[config.mk]
export PLATFORM = sky130hd
export DESIGN_NAME = mem_ext_req_adapter
export DESIGN_NICKNAME = d
export VERILOG_FILES = /design/src/rtl/mem_ext_req_adapter.sv
export SDC_FILE = /design/constraint.sdc
export NUM_CORES = 1
export LEC_CHECK = 0
export BUFFER_PORTS_ARGS = -buffer_cell sky130_fd_sc_hd__buf_2
export CAP_MARGIN = 30
export CORE_MARGIN = 1.5
export CORE_UTILIZATION = 50
export CTS_CLUSTER_DIAMETER = 60
export DETAILED_ROUTE_END_ITERATION = 8
export MAX_ROUTING_LAYER = met4
export PLACE_DENSITY_LB_ADDON = 0.08
export SETUP_SLACK_MARGIN = 0.1
export SLEW_MARGIN = 20
export SYNTH_ARGS = -nofsm -noshare
export SYNTH_HDL_FRONTEND = slang
export SYNTH_SLANG_ARGS = --single-unit
export TNS_END_PERCENT = 10
[constraint.sdc]
create_clock -name clock -period 7.85 [get_ports clock]
set_input_delay 0.3925 -clock clock [delete_from_list [all_inputs] [get_ports clock]]
set_output_delay 0.3925 -clock clock [all_outputs]
set_load 0.02 [all_outputs]
[src/rtl/mem_ext_req_adapter.sv]
// Request/response adapter in front of a 1R1W synchronous memory: issues reads/writes,
// tracks one in-flight read beat and buffers responses in a 3-entry in-order queue.
// Optional macro MEM_EXT_ADAPTER_WRITE_ACK_EN makes every accepted write return an ack beat.
module mem_ext_req_adapter (
  input  logic        clock,
  input  logic        reset,
  input  logic        req_valid,
  output logic        req_ready,
  input  logic [12:0] req_addr,
  input  logic        req_write,
  input  logic [63:0] req_data,
  input  logic [7:0]  req_mask,
  output logic        resp_valid,
  input  logic        resp_ready,
  output logic [63:0] resp_data,
  output logic        resp_write,
  output logic [12:0] mem_R0_addr,
  output logic        mem_R0_en,
  input  logic [63:0] mem_R0_data,
  output logic [12:0] mem_W0_addr,
  output logic        mem_W0_en,
  output logic [63:0] mem_W0_data,
  output logic [7:0]  mem_W0_mask
);

`ifdef MEM_EXT_ADAPTER_WRITE_ACK_EN
  localparam logic ACK_EN = 1'b1;
`else
  localparam logic ACK_EN = 1'b0;
`endif

  localparam int DEPTH = 3;

  logic        infl_valid_q, infl_valid_d;
  logic        infl_write_q, infl_write_d;
  logic [1:0]  count_q, count_d;
  logic [1:0]  rd_ptr_q, rd_ptr_d;
  logic [1:0]  wr_ptr_q, wr_ptr_d;
  logic [63:0] q_data_q  [DEPTH];
  logic [63:0] q_data_d  [DEPTH];
  logic        q_write_q [DEPTH];
  logic        q_write_d [DEPTH];

  logic [2:0]  occupancy;
  logic        accept;
  logic        push;
  logic        pop;

  function automatic logic [1:0] ptr_inc(input logic [1:0] p);
    return (p == 2'd2) ? 2'd0 : p + 2'd1;
  endfunction

  // NOTE: every signal assigned in this block gets its default first, so no latch can be inferred.
  always_comb begin
    occupancy = {1'b0, count_q} + {2'b00, infl_valid_q};
    // Credit check uses registered state only, so resp_ready never reaches req_ready.
    req_ready = (occupancy < 3'd3);
    accept    = req_valid && req_ready && !reset;

    mem_R0_addr = req_addr;
    mem_W0_addr = req_addr;
    mem_W0_data = req_data;
    mem_W0_mask = req_mask;
    mem_R0_en   = accept && !req_write;
    mem_W0_en   = accept && req_write;

    resp_valid = (count_q != 2'd0) && !reset;
    resp_data  = resp_valid ? q_data_q[rd_ptr_q] : 64'd0;
    resp_write = ACK_EN && resp_valid && q_write_q[rd_ptr_q];

    push = infl_valid_q;
    pop  = resp_valid && resp_ready;

    infl_valid_d = accept && (!req_write || ACK_EN);
    infl_write_d = accept && req_write && ACK_EN;

    q_data_d  = q_data_q;
    q_write_d = q_write_q;
    wr_ptr_d  = wr_ptr_q;
    rd_ptr_d  = rd_ptr_q;
    count_d   = count_q;

    if (push) begin
      q_data_d[wr_ptr_q]  = infl_write_q ? 64'd0 : mem_R0_data;
      q_write_d[wr_ptr_q] = infl_write_q;
      wr_ptr_d            = ptr_inc(wr_ptr_q);
    end
    if (pop) begin
      rd_ptr_d = ptr_inc(rd_ptr_q);
    end
    case ({push, pop})
      2'b10:   count_d = count_q + 2'd1;
      2'b01:   count_d = count_q - 2'd1;
      default: count_d = count_q;
    endcase
  end

  // NOTE: sequential state is updated with non-blocking assignments so all flops sample together.
  always_ff @(posedge clock) begin
    if (reset) begin
      infl_valid_q <= 1'b0;
      infl_write_q <= 1'b0;
      count_q      <= 2'd0;
      rd_ptr_q     <= 2'd0;
      wr_ptr_q     <= 2'd0;
    end else begin
      infl_valid_q <= infl_valid_d;
      infl_write_q <= infl_write_d;
      count_q      <= count_d;
      rd_ptr_q     <= rd_ptr_d;
      wr_ptr_q     <= wr_ptr_d;
    end
  end

  // NOTE: queue storage is not reset; entries are only visible through resp_valid, which reset clears.
  always_ff @(posedge clock) begin
    q_data_q  <= q_data_d;
    q_write_q <= q_write_d;
  end

endmodule

==> summary.txt <==
Global route
  • Grt ovf: 0
  • Pin count of the biggest net entering global routing: 68
  • Total track usage: about a fifth
  • First-pass GRT wire length: around 27 mm
  • Vias in the first global route: 4,804
  • Antenna violations before repair: 4

CTS
  • Clk sink count: 199
  • # resized after CTS: 0
  • Worst-Skew Late Latency: 0.42 ns
  • Htree depth: 4
  • Num CTS Buffers: 17
  • Clock transition at path regs: 0.07 ns
  • Clock Path Buffers: 2
  • Post-CTS Setup Bufs: 0
  • CTS tree: done
  • Hold-fix buffers, CTS: 0
  • Clock root cell: clkbuf_16

Timing
  • Final setup vio count: 0
  • RSZ-0062 raised after global routing: false
  • Post-route clock period utilization: between 30% and 40%
  • Worst Tran Pin Value: 0.833 ns
  • Fin. Hold Viols: 0
  • Fmax: between 0.3 and 0.4 GHz
  • Final Max Tran Viols: 0
  • Slew margin rel.: 44.3%
  • Fin crit period: slightly above 3 ns
  • Setup TNS: 0 ns
  • Clk_skew: 0.00833 ns

Final layout
  • Nets@finish: 810
  • Ratio of cells with drive above 1 in the final layout: 32.3%
  • Highest-count cells in the layout ignoring fill and taps: edfxtp_1 (192), buf_2 (136), a21oi_1 (68), nand2_1 (65), mux2i_1 (64)
  • P&R area growth vs syn: 7.54%
  • Post-route insts no fill: 890
  • Design area: around 0.0093 mm²
  • Most common cell after layout, fill and taps aside: edfxtp_1

Placed design
  • Placed insts: between 800 and 900
  • Placer's final routability congestion estimate: around 0.73
  • DP HPWL: about 11 mm
  • Area post-placement: 0.00880 mm²
  • IO Port Bufs: 136

Yosys
  • Top-area cell type share of the netlist area: approximately 66%
  • Post-synthesis register bit count: 199
  • Cell count after synthesis: between 600 and 700
  • Synth Net Count: between 700 and 800
  • Sequential fraction of the synthesis area: 68.1%
  • Synth top area cells: edfxtp_1 (66%), buf_4 (8.6%), mux2i_1 (7.4%)
  • Avg Cell Area, Syn: 14.0 µm²
  • Synth warnings: 0
  • Synth cell types: 30
  • Cell Area, Synth: 0.00867 mm²
  • Synth area leader: edfxtp_1

Worst setup path
  • R2R Path End: q_data_q[102]$_DFFE_PP_
  • Crit end category: output port
  • Setup crit start kind: flip-flop
  • Worst r2r path cells: 3
  • Critical Path RT: between 7 and 8 ns
  • Crit path DAT: 2.68 ns
  • Worst Path Max Fanout: 36
  • RR Startpoint: infl_valid_q$_SDFF_PP0_
  • Crit Path Class: flip-flop to output port
  • Crit path launch: rd_ptr_q[0]$_SDFFE_PP0P_
  • Reg2reg setup slack: ~5.6 ns

Drt
  • # DRC: 0
  • DRT Pass-1 Iters: 5
  • Final WL: 18.2 mm
  • Via count: about 4,700
  • Vias per cell: 5.24
  • Post-DR wirelength/cell: 20.4 µm
  • Initial DRC Count: between 200 and 300
  • Antenna viol nets, final: 0

Min path
  • Worst Hold End: infl_valid_q$_SDFF_PP0_
  • Hold path start: req_write
  • Worst hold-check path type: input pin to flip-flop
  • Hold path depth: 2

Die
  • Rows: 47
  • Die height: 135 µm
  • Starting Density: 51.8%
  • Area of the die: 0.0181 mm²
  • Core ar.: 0.0168 mm²
  • Die extent in x: approximately 130 µm
  • IO Count: 321

Status
  • Outcome: complete, no violations

Power and ir drop
  • Maximum vdd drop: 0.172 mV
  • Leak pwr: 3.27 nW
  • Power Density: 224 mW/mm²

Flow run
  • Number of max-cap violations: 0
stage by stage:
step	hold slack (ns)	util, %	worst slack [ns]	power (mW)
after floorplan	0.470	-	2.15	1.36
after global placement	0.526	52.5	5.22	1.34
after detailed placement	0.582	52.5	5.21	1.34
after CTS	0.134	55.6	4.74	2.11
after global routing	0.140	55.7	4.64	2.17
final	0.156	55.7	4.78	2.09
cell usage after synthesis:
cell / n
a21oi_1: 68
and4b_1: 1
buf_2: 13
buf_4: 99
buf_6: 5
buf_8: 3
clkbuf_1: 9
conb_1: 1
dfxtp_1: 7
edfxtp_1: 192
ha_1: 3
inv_1: 3
mux2_2: 1
mux2i_1: 64
nand2_1: 65
nand2b_1: 1
nand3_1: 1
nor2_1: 5
nor2b_1: 1
nor3b_1: 2
nor4bb_1: 2
o21ai_0: 2
o21bai_1: 1
o22ai_1: 1
or2_0: 28
or2_2: 36
or3_1: 1
or4_1: 1
xnor2_1: 1
xor2_1: 1
cells by family after synthesis:
logic type | after synthesis | share of synthesized area [%]
other | 1 | 0.0432
adders and majority gates | 3 | 0.433
AOI/OAI and AO/OA | 72 | 4.20
buffers and inverters | 132 | 11.0
muxes | 65 | 7.51
DFF | 199 | 68.1
xor gates and xnor gates | 2 | 0.202
and+or+nand+nor | 144 | 8.52
state kept, by name, indices dropped and copies added (netlist names):
name and cells:
wr_ptr_q 2, rd_ptr_q 2, count_q 2, q_data_q 192
infl_valid_q 1
area by class of cell:
type | count | area (µm²)
clock inverters | 8 | 51.3
diodes | 4 | 10.0
well taps | 220 | 275
clock buffers | 24 | 472
inverters | 3 | 11.3
repair buffers | 145 | 748
multi-input cells | 287 | 1850
flip-flops and latches | 199 | 5910
fillers | 1416 | 7430
power breakdown:
group | switching [mW] | internal (mW) | total [mW]
sequential | 0.00914 | 1.18 | 1.19
combinational | 0.0782 | 0.0496 | 0.128
clock | 0.356 | 0.421 | 0.777
metal layers:
metal / GRT usage (%) / wire [µm] / up-vias
met1: 24.1 / 7200 / 2277
met3: 8.56 / 1490 / 54
met5: - / 0 / -
met2: 33.4 / 9080 / 164
met4: 8.18 / 395 / 0
li1: - / - / 2168
worst max path at each step:
stage | slack (ns) | end
finish | 4.78 | resp_data[60]
detailed placement | 5.21 | resp_data[60]
floorplan | 2.15 | q_data_q[128]$_DFFE_PP_
global route | 4.64 | resp_data[61]
CTS | 4.74 | resp_data[60]
global placement | 5.22 | resp_data[60]
critical path, cell delays in order (launching register included):
cell	delay (ns)
dfxtp_4	0.76
buf_4	0.66
mux2i_1	0.16
or2_2	0.29
a21oi_1	0.15
buf_2	0.19
Note: power is estimated with default switching activity, not from simulation.
